--- src/rtl/fifo_pkg.sv ---
// rtl/fifo_pkg.sv - default geometry and threshold constants for the FIFO controller
package fifo_pkg;
    localparam int DEF_RAM_WIDTH = 10;
    localparam int DEF_RAM_DEPTH = 8;
    localparam int DEF_ADDR_SIZE = 3;
    localparam int DEF_AF_THRESH = 6;
    localparam int DEF_AE_THRESH = 1;
endpackage

--- src/rtl/fifo_ptr.sv ---
// rtl/fifo_ptr.sv - wrapping address pointer, advances on inc and wraps DEPTH-1 -> 0
module fifo_ptr
    import fifo_pkg::*;
#(
    parameter int DEPTH = DEF_RAM_DEPTH,
    parameter int AW    = DEF_ADDR_SIZE
) (
    input  logic          clk,
    input  logic          rst,
    input  logic          i_inc,
    output logic [AW-1:0] o_ptr
);
    localparam logic [AW-1:0] LAST = AW'(DEPTH - 1);

    logic [AW-1:0] r_ptr;

    // Explicit compare against LAST keeps non-power-of-two depths correct.
    always_ff @(posedge clk or negedge rst) begin
        if (!rst) begin
            r_ptr <= '0;
        end else if (i_inc) begin
            r_ptr <= (r_ptr == LAST) ? '0 : r_ptr + AW'(1);
        end
    end

    assign o_ptr = r_ptr;
endmodule

--- src/rtl/fifo_ctrl.sv ---
// rtl/fifo_ctrl.sv - FIFO controller driving an external dual-port RAM as writer and reader
module fifo_ctrl
    import fifo_pkg::*;
#(
    parameter int RAM_WIDTH = DEF_RAM_WIDTH,
    parameter int RAM_DEPTH = DEF_RAM_DEPTH,
    parameter int ADDR_SIZE = DEF_ADDR_SIZE,
    parameter int AF_THRESH = DEF_AF_THRESH,
    parameter int AE_THRESH = DEF_AE_THRESH
) (
    input  logic                 clk,
    input  logic                 rst,
    input  logic                 push,
    input  logic [RAM_WIDTH-1:0] data_in,
    input  logic                 pop,
    input  logic                 err_clr,
    output logic [RAM_WIDTH-1:0] data_out,
    output logic                 data_valid,
    output logic                 full,
    output logic                 empty,
    output logic                 almost_full,
    output logic                 almost_empty,
    output logic                 overflow,
    output logic                 underflow,
    output logic [ADDR_SIZE:0]   count,
    output logic                 mem_wr_enb,
    output logic [ADDR_SIZE-1:0] mem_wr_addr,
    output logic [RAM_WIDTH-1:0] mem_data_in,
    output logic                 mem_rd_enb,
    output logic [ADDR_SIZE-1:0] mem_rd_addr,
    input  logic [RAM_WIDTH-1:0] mem_data_out
);
    localparam int CW = ADDR_SIZE + 1;
    localparam logic [CW-1:0] FULL_CNT = CW'(RAM_DEPTH - 1);
    localparam logic [CW-1:0] AF_CNT   = CW'(AF_THRESH);
    localparam logic [CW-1:0] AE_CNT   = CW'(AE_THRESH);

    logic [CW-1:0]        r_count;
    logic [RAM_WIDTH-1:0] r_data_out;
    logic                 r_data_valid;
    logic                 r_overflow;
    logic                 r_underflow;

    logic                 w_full;
    logic                 w_empty;
    logic                 w_push_ok;
    logic                 w_pop_ok;
    logic [ADDR_SIZE-1:0] w_wr_ptr;
    logic [ADDR_SIZE-1:0] w_rd_ptr;

    assign w_full    = (r_count == FULL_CNT);
    assign w_empty   = (r_count == '0);
    assign w_pop_ok  = pop & ~w_empty;
    // A pop in the same cycle frees a slot, so a push into a full FIFO still lands.
    assign w_push_ok = push & (~w_full | w_pop_ok);

    fifo_ptr #(.DEPTH(RAM_DEPTH), .AW(ADDR_SIZE)) u_wr_ptr (
        .clk   (clk),
        .rst   (rst),
        .i_inc (w_push_ok),
        .o_ptr (w_wr_ptr)
    );

    fifo_ptr #(.DEPTH(RAM_DEPTH), .AW(ADDR_SIZE)) u_rd_ptr (
        .clk   (clk),
        .rst   (rst),
        .i_inc (w_pop_ok),
        .o_ptr (w_rd_ptr)
    );

    always_ff @(posedge clk or negedge rst) begin
        if (!rst) begin
            r_count <= '0;
        end else begin
            case ({w_push_ok, w_pop_ok})
                2'b10:   r_count <= r_count + CW'(1);
                2'b01:   r_count <= r_count - CW'(1);
                default: r_count <= r_count;
            endcase
        end
    end

    always_ff @(posedge clk or negedge rst) begin
        if (!rst) begin
            r_data_out   <= '0;
            r_data_valid <= 1'b0;
        end else begin
            r_data_valid <= w_pop_ok;
            if (w_pop_ok) begin
                r_data_out <= mem_data_out;
            end
        end
    end

    // A fresh error outranks a simultaneous clear.
    always_ff @(posedge clk or negedge rst) begin
        if (!rst) begin
            r_overflow  <= 1'b0;
            r_underflow <= 1'b0;
        end else begin
            r_overflow  <= (push & ~w_push_ok) | (r_overflow & ~err_clr);
            r_underflow <= (pop & ~w_pop_ok) | (r_underflow & ~err_clr);
        end
    end

    assign full         = w_full;
    assign empty        = w_empty;
    assign almost_full  = (r_count >= AF_CNT);
    assign almost_empty = (r_count <= AE_CNT);
    assign count        = r_count;
    assign data_out     = r_data_out;
    assign data_valid   = r_data_valid;
    assign overflow     = r_overflow;
    assign underflow    = r_underflow;

    assign mem_wr_enb   = w_push_ok;
    assign mem_wr_addr  = w_wr_ptr;
    assign mem_data_in  = data_in;
    assign mem_rd_enb   = w_pop_ok;
    assign mem_rd_addr  = w_rd_ptr;
endmodule

--- config.mk ---
export PLATFORM = sky130hd
export DESIGN_NAME = fifo_ctrl
export DESIGN_NICKNAME = d
export VERILOG_FILES = /design/src/rtl/fifo_pkg.sv /design/src/rtl/fifo_ptr.sv /design/src/rtl/fifo_ctrl.sv
export SDC_FILE = /design/constraint.sdc
export NUM_CORES = 1
export LEC_CHECK = 0
export CAP_MARGIN = 20
export CELL_PAD_IN_SITES_DETAIL_PLACEMENT = 0
export CELL_PAD_IN_SITES_GLOBAL_PLACEMENT = 1
export CORE_ASPECT_RATIO = 1.1
export CORE_MARGIN = 4
export CORE_UTILIZATION = 28
export CTS_CLUSTER_SIZE = 20
export DETAILED_ROUTE_END_ITERATION = 16
export PLACE_DENSITY = 0.82
export SYNTH_ARGS = -nofsm -noshare
export SYNTH_HDL_FRONTEND = slang
export SYNTH_HIERARCHICAL = 1
export SYNTH_SLANG_ARGS = --single-unit
--- constraint.sdc ---
create_clock -name clk -period 2.5 [get_ports clk]
set_input_delay 0.375 -clock clk [delete_from_list [all_inputs] [get_ports clk]]
set_output_delay 0.375 -clock clk [all_outputs]
set_load 0.1 [all_outputs]
==> results <==
worst paths after layout:
kind                              from          end  slack (ps)  cells past startpoint
min in group asynchronous          rst     count[0]         560                      1
max reg2reg                   count[0]     count[3]         290                      7
max                           count[0]   mem_rd_enb         260                      7
max in group asynchronous          rst  data_out[3]        1350                      2
min                        data_out[6]  data_out[6]         510                      1
min reg2reg                data_out[6]  data_out[6]         510                      1
per-layer routing:
layer  GRT usage, %  vias up  share of wire [%]
met5              0        -                  0
met4           4.12        0                1.4
met3           3.56        4                7.2
met2           17.5       28                 48
met1           12.1      384                 43
li1               -      385                  -
flip-flops by register name, summed over array words and instances, names as in the netlist:
signal / cells
count: 4
overflow: 1
underflow: 1
u_wr_ptr/o_ptr: 3
data_out: 10
data_valid: 1
u_rd_ptr/o_ptr: 3
logic make-up (layout without fill, tap and decap cells):
group,count (synthesis),in the layout,synth area share [%]
and+or+nand+nor,15,15,8.08
buffers and inverters,19,58,9.70
DFF,23,23,49.6
xor gates and xnor gates,4,4,3.02
AOI/OAI and AO/OA,8,8,4.42
muxes,15,15,14.4
adders and majority gates,10,10,10.8
placed cells by master, fill, tap and decap left out:
master                            Yosys  final
sky130_fd_sc_hd__inv_1                8      5
sky130_fd_sc_hd__nor2_1               5      5
sky130_fd_sc_hd__buf_12               0      2
sky130_fd_sc_hd__clkdlybuf4s50_1      0     14
sky130_fd_sc_hd__dfrtp_1             23     19
sky130_fd_sc_hd__mux2i_1              1      1
sky130_fd_sc_hd__nor3_1               1      1
sky130_fd_sc_hd__buf_4               11     30
sky130_fd_sc_hd__nand2b_4             0      1
sky130_fd_sc_hd__clkbuf_8             0      3
sky130_fd_sc_hd__o21ai_1              0      1
sky130_fd_sc_hd__xnor2_1              2      2
sky130_fd_sc_hd__nand2b_1             2      1
sky130_fd_sc_hd__clkinvlp_4           0      1
sky130_fd_sc_hd__a22o_1               2      2
sky130_fd_sc_hd__dfrtp_4              0      2
sky130_fd_sc_hd__inv_2                0      2
sky130_fd_sc_hd__nand3b_1             3      3
sky130_fd_sc_hd__ha_1                10      9
sky130_fd_sc_hd__nand2_1              1      1
sky130_fd_sc_hd__xor2_1               2      2
sky130_fd_sc_hd__clkinv_2             0      1
sky130_fd_sc_hd__nor3b_4              0      1
sky130_fd_sc_hd__a21oi_2              1      1
sky130_fd_sc_hd__or4b_1               1      1
sky130_fd_sc_hd__ha_4                 0      1
sky130_fd_sc_hd__nand4b_1             1      1
sky130_fd_sc_hd__mux2_2              14     14
sky130_fd_sc_hd__o21ai_0              5      4
sky130_fd_sc_hd__dfrtp_2              0      2
critical path, cell delays in order, from the launching register on:
cell                         delay, ps
sky130_fd_sc_hd__dfrtp_4           530
sky130_fd_sc_hd__inv_2              90
sky130_fd_sc_hd__ha_1              140
sky130_fd_sc_hd__nor3b_4           210
sky130_fd_sc_hd__nand2b_4          180
sky130_fd_sc_hd__clkinvlp_4        100
sky130_fd_sc_hd__buf_4             170
sky130_fd_sc_hd__buf_12            160
through the flow:
step / cell area, sq um / TNS (ps) / cells / utilization, %
floorplan: 1200 / -9350 / 94 / -
global placement: 1580 / 0 / 180 / 39.6
detailed placement: 1580 / 0 / 180 / 39.6
CTS: 1630 / 0 / 184 / 40.8
global route: 1640 / 0 / 185 / 40.9
finish: 1640 / 0 / 185 / 40.9
area by class of cell:
class / instances / area [sq um]
clock inverters: 1 / 5.00
clock buffers: 3 / 41.3
multi-input cells: 52 / 499
inverters: 8 / 33.8
flip-flops and latches: 23 / 586
fillers: 387 / 2360
repair buffers: 46 / 405
well taps: 52 / 65.1
repair_timing:
action	in CTS	in global routing
endpoints found under the setup margin	0	1
buffers inserted	0	1
gates resized for setup	0	0
==> reports/results.txt <==
The logs give 0.00116 sq mm for the mapped cell area and 64 for the number of top-level pins. For the max-slew violation count, the log shows 0. The type of the worst min-delay path was register to register.

The first global-routing pass estimated 4260 um of wire. The core region is 0.00399 sq mm. Mean instance size in the synthesized netlist: 12.4 sq um. In the routed layout, each cell is associated on average with a via count of 4.33. TritonCTS built the clock tree. The count of flip-flops with a built-in enable after synthesis was 0; the clock latency at the later pin of the worst-skew pair was 260 ps.

The tools report the number of nets with antenna violations after detailed routing as 0. The via count is 801. Entering global routing, the biggest net connects 18 pins. The logs give 169 for the number of nets in the finished design and 0 for the number of antenna violations at the first check in global routing.

Counting flops with an async set or reset pin after synthesis yields a share of 100%. Post-route fraction of the period consumed by the critical path: 89.7%. When the netlist entered floorplanning its net count stood at 129. The number of H-tree levels is 1, and the aggregate global-route resource usage is 10.3%. The floorplan has 24 rows. The number of endpoints failing setup at the final stage was 0; the total clock buffers created by CTS was 3. Master cell of the clock root buffer: sky130_fd_sc_hd__clkbuf_8. The tools report the number of global-route vias before repair as 849. The largest total area in the synthesized netlist belongs to sky130_fd_sc_hd__dfrtp_1. Counting distinct cell types in the post-synthesis netlist gives 19.

From left edge to right edge, the die measures 69.4 um. Cell with the most instances after synthesis: sky130_fd_sc_hd__dfrtp_1. At the pin with the least slew margin, the transition time is 775 ps. After detailed routing, the average wire length per cell comes to 13.2 um. The fraction of layout instances using a drive strength above 1 was 45.9%; the post-layout worst setup margin was 258 ps. Counting along the longest clock path gives a buffer depth of 2. The tools report the worst slack at placement as 135 ps. Relative to the synthesized area, the layout overhead comes to 40.8%.

Synthesis inferred 23 register bits. The initial utilization of the core area, before any placement, comes to 29.1%. Between clock sinks in the finished design, the worst skew comes to 4.60 ps.

The number of hold buffers added after CTS was 0. The clock edge transition at the registers on the reported setup and hold paths came out at 80 ps. For this run, the number of Yosys warnings is 6. The flow ran to the end, and the final reports show no timing, DRC or antenna violations. Most common flop cell mapped by yosys: sky130_fd_sc_hd__dfrtp_1. The tools report the arrival time of data at the critical path endpoint as 1870 ps.

The tools report the final count of hold timing violations as 0. The start-to-end type of the worst setup path is register to primary output. The max-capacitance violation count was 0; the final routed wirelength across all metal layers was 2430 um. Area of the die: 0.00524 sq mm. Total clock sinks: 23. Summed over all layers, the global routing overflow is 0.

The wire-length estimate of the detail-placed layout is 1980 um. The number of antenna diodes in the final layout is 0. After synthesis, the most frequently instantiated cells are sky130_fd_sc_hd__dfrtp_1, sky130_fd_sc_hd__mux2_2, sky130_fd_sc_hd__buf_4. After synthesis, the cell types taking the most area are sky130_fd_sc_hd__dfrtp_1, sky130_fd_sc_hd__mux2_2, sky130_fd_sc_hd__ha_1, sky130_fd_sc_hd__buf_4, sky130_fd_sc_hd__inv_1. The maximum fanout count along the critical path came out at 7. The share of synthesized area in the top cell type comes to 49.6%. The first detailed-routing pass took 3 iterations. The congestion estimate from routability-driven global placement came to 0.730.

Final hold analysis gives a worst-case slack of 511 ps. The height of the chip works out to 75.5 um. Setup repair after global routing left no endpoint under its margin. STA classifies the critical path startpoint as a register. The final critical delay including setup and external delays was 2240 ps. The count of unresolved DRC violations after routing is 0.

Derived from the worst setup path, the maximum achievable clock frequency is 446 MHz. The run gives 2120 ps as the data required time at the worst endpoint. After the first detailed-routing iteration, the DRC count stood at 17.

The worst setup path is captured at a primary output. In this run the tightest slew margin relative to its limit is 48.2%. The sequential element share of the synthesized area is 49.6%, and the number of buffers inserted by port buffering is 43.

Counting every instance in the synthesized netlist gives 94.
Power of run 1 is left out: the tool's default activity adds up to more than one toggle a clock period on the data nets, which glitch-free logic cannot reach.
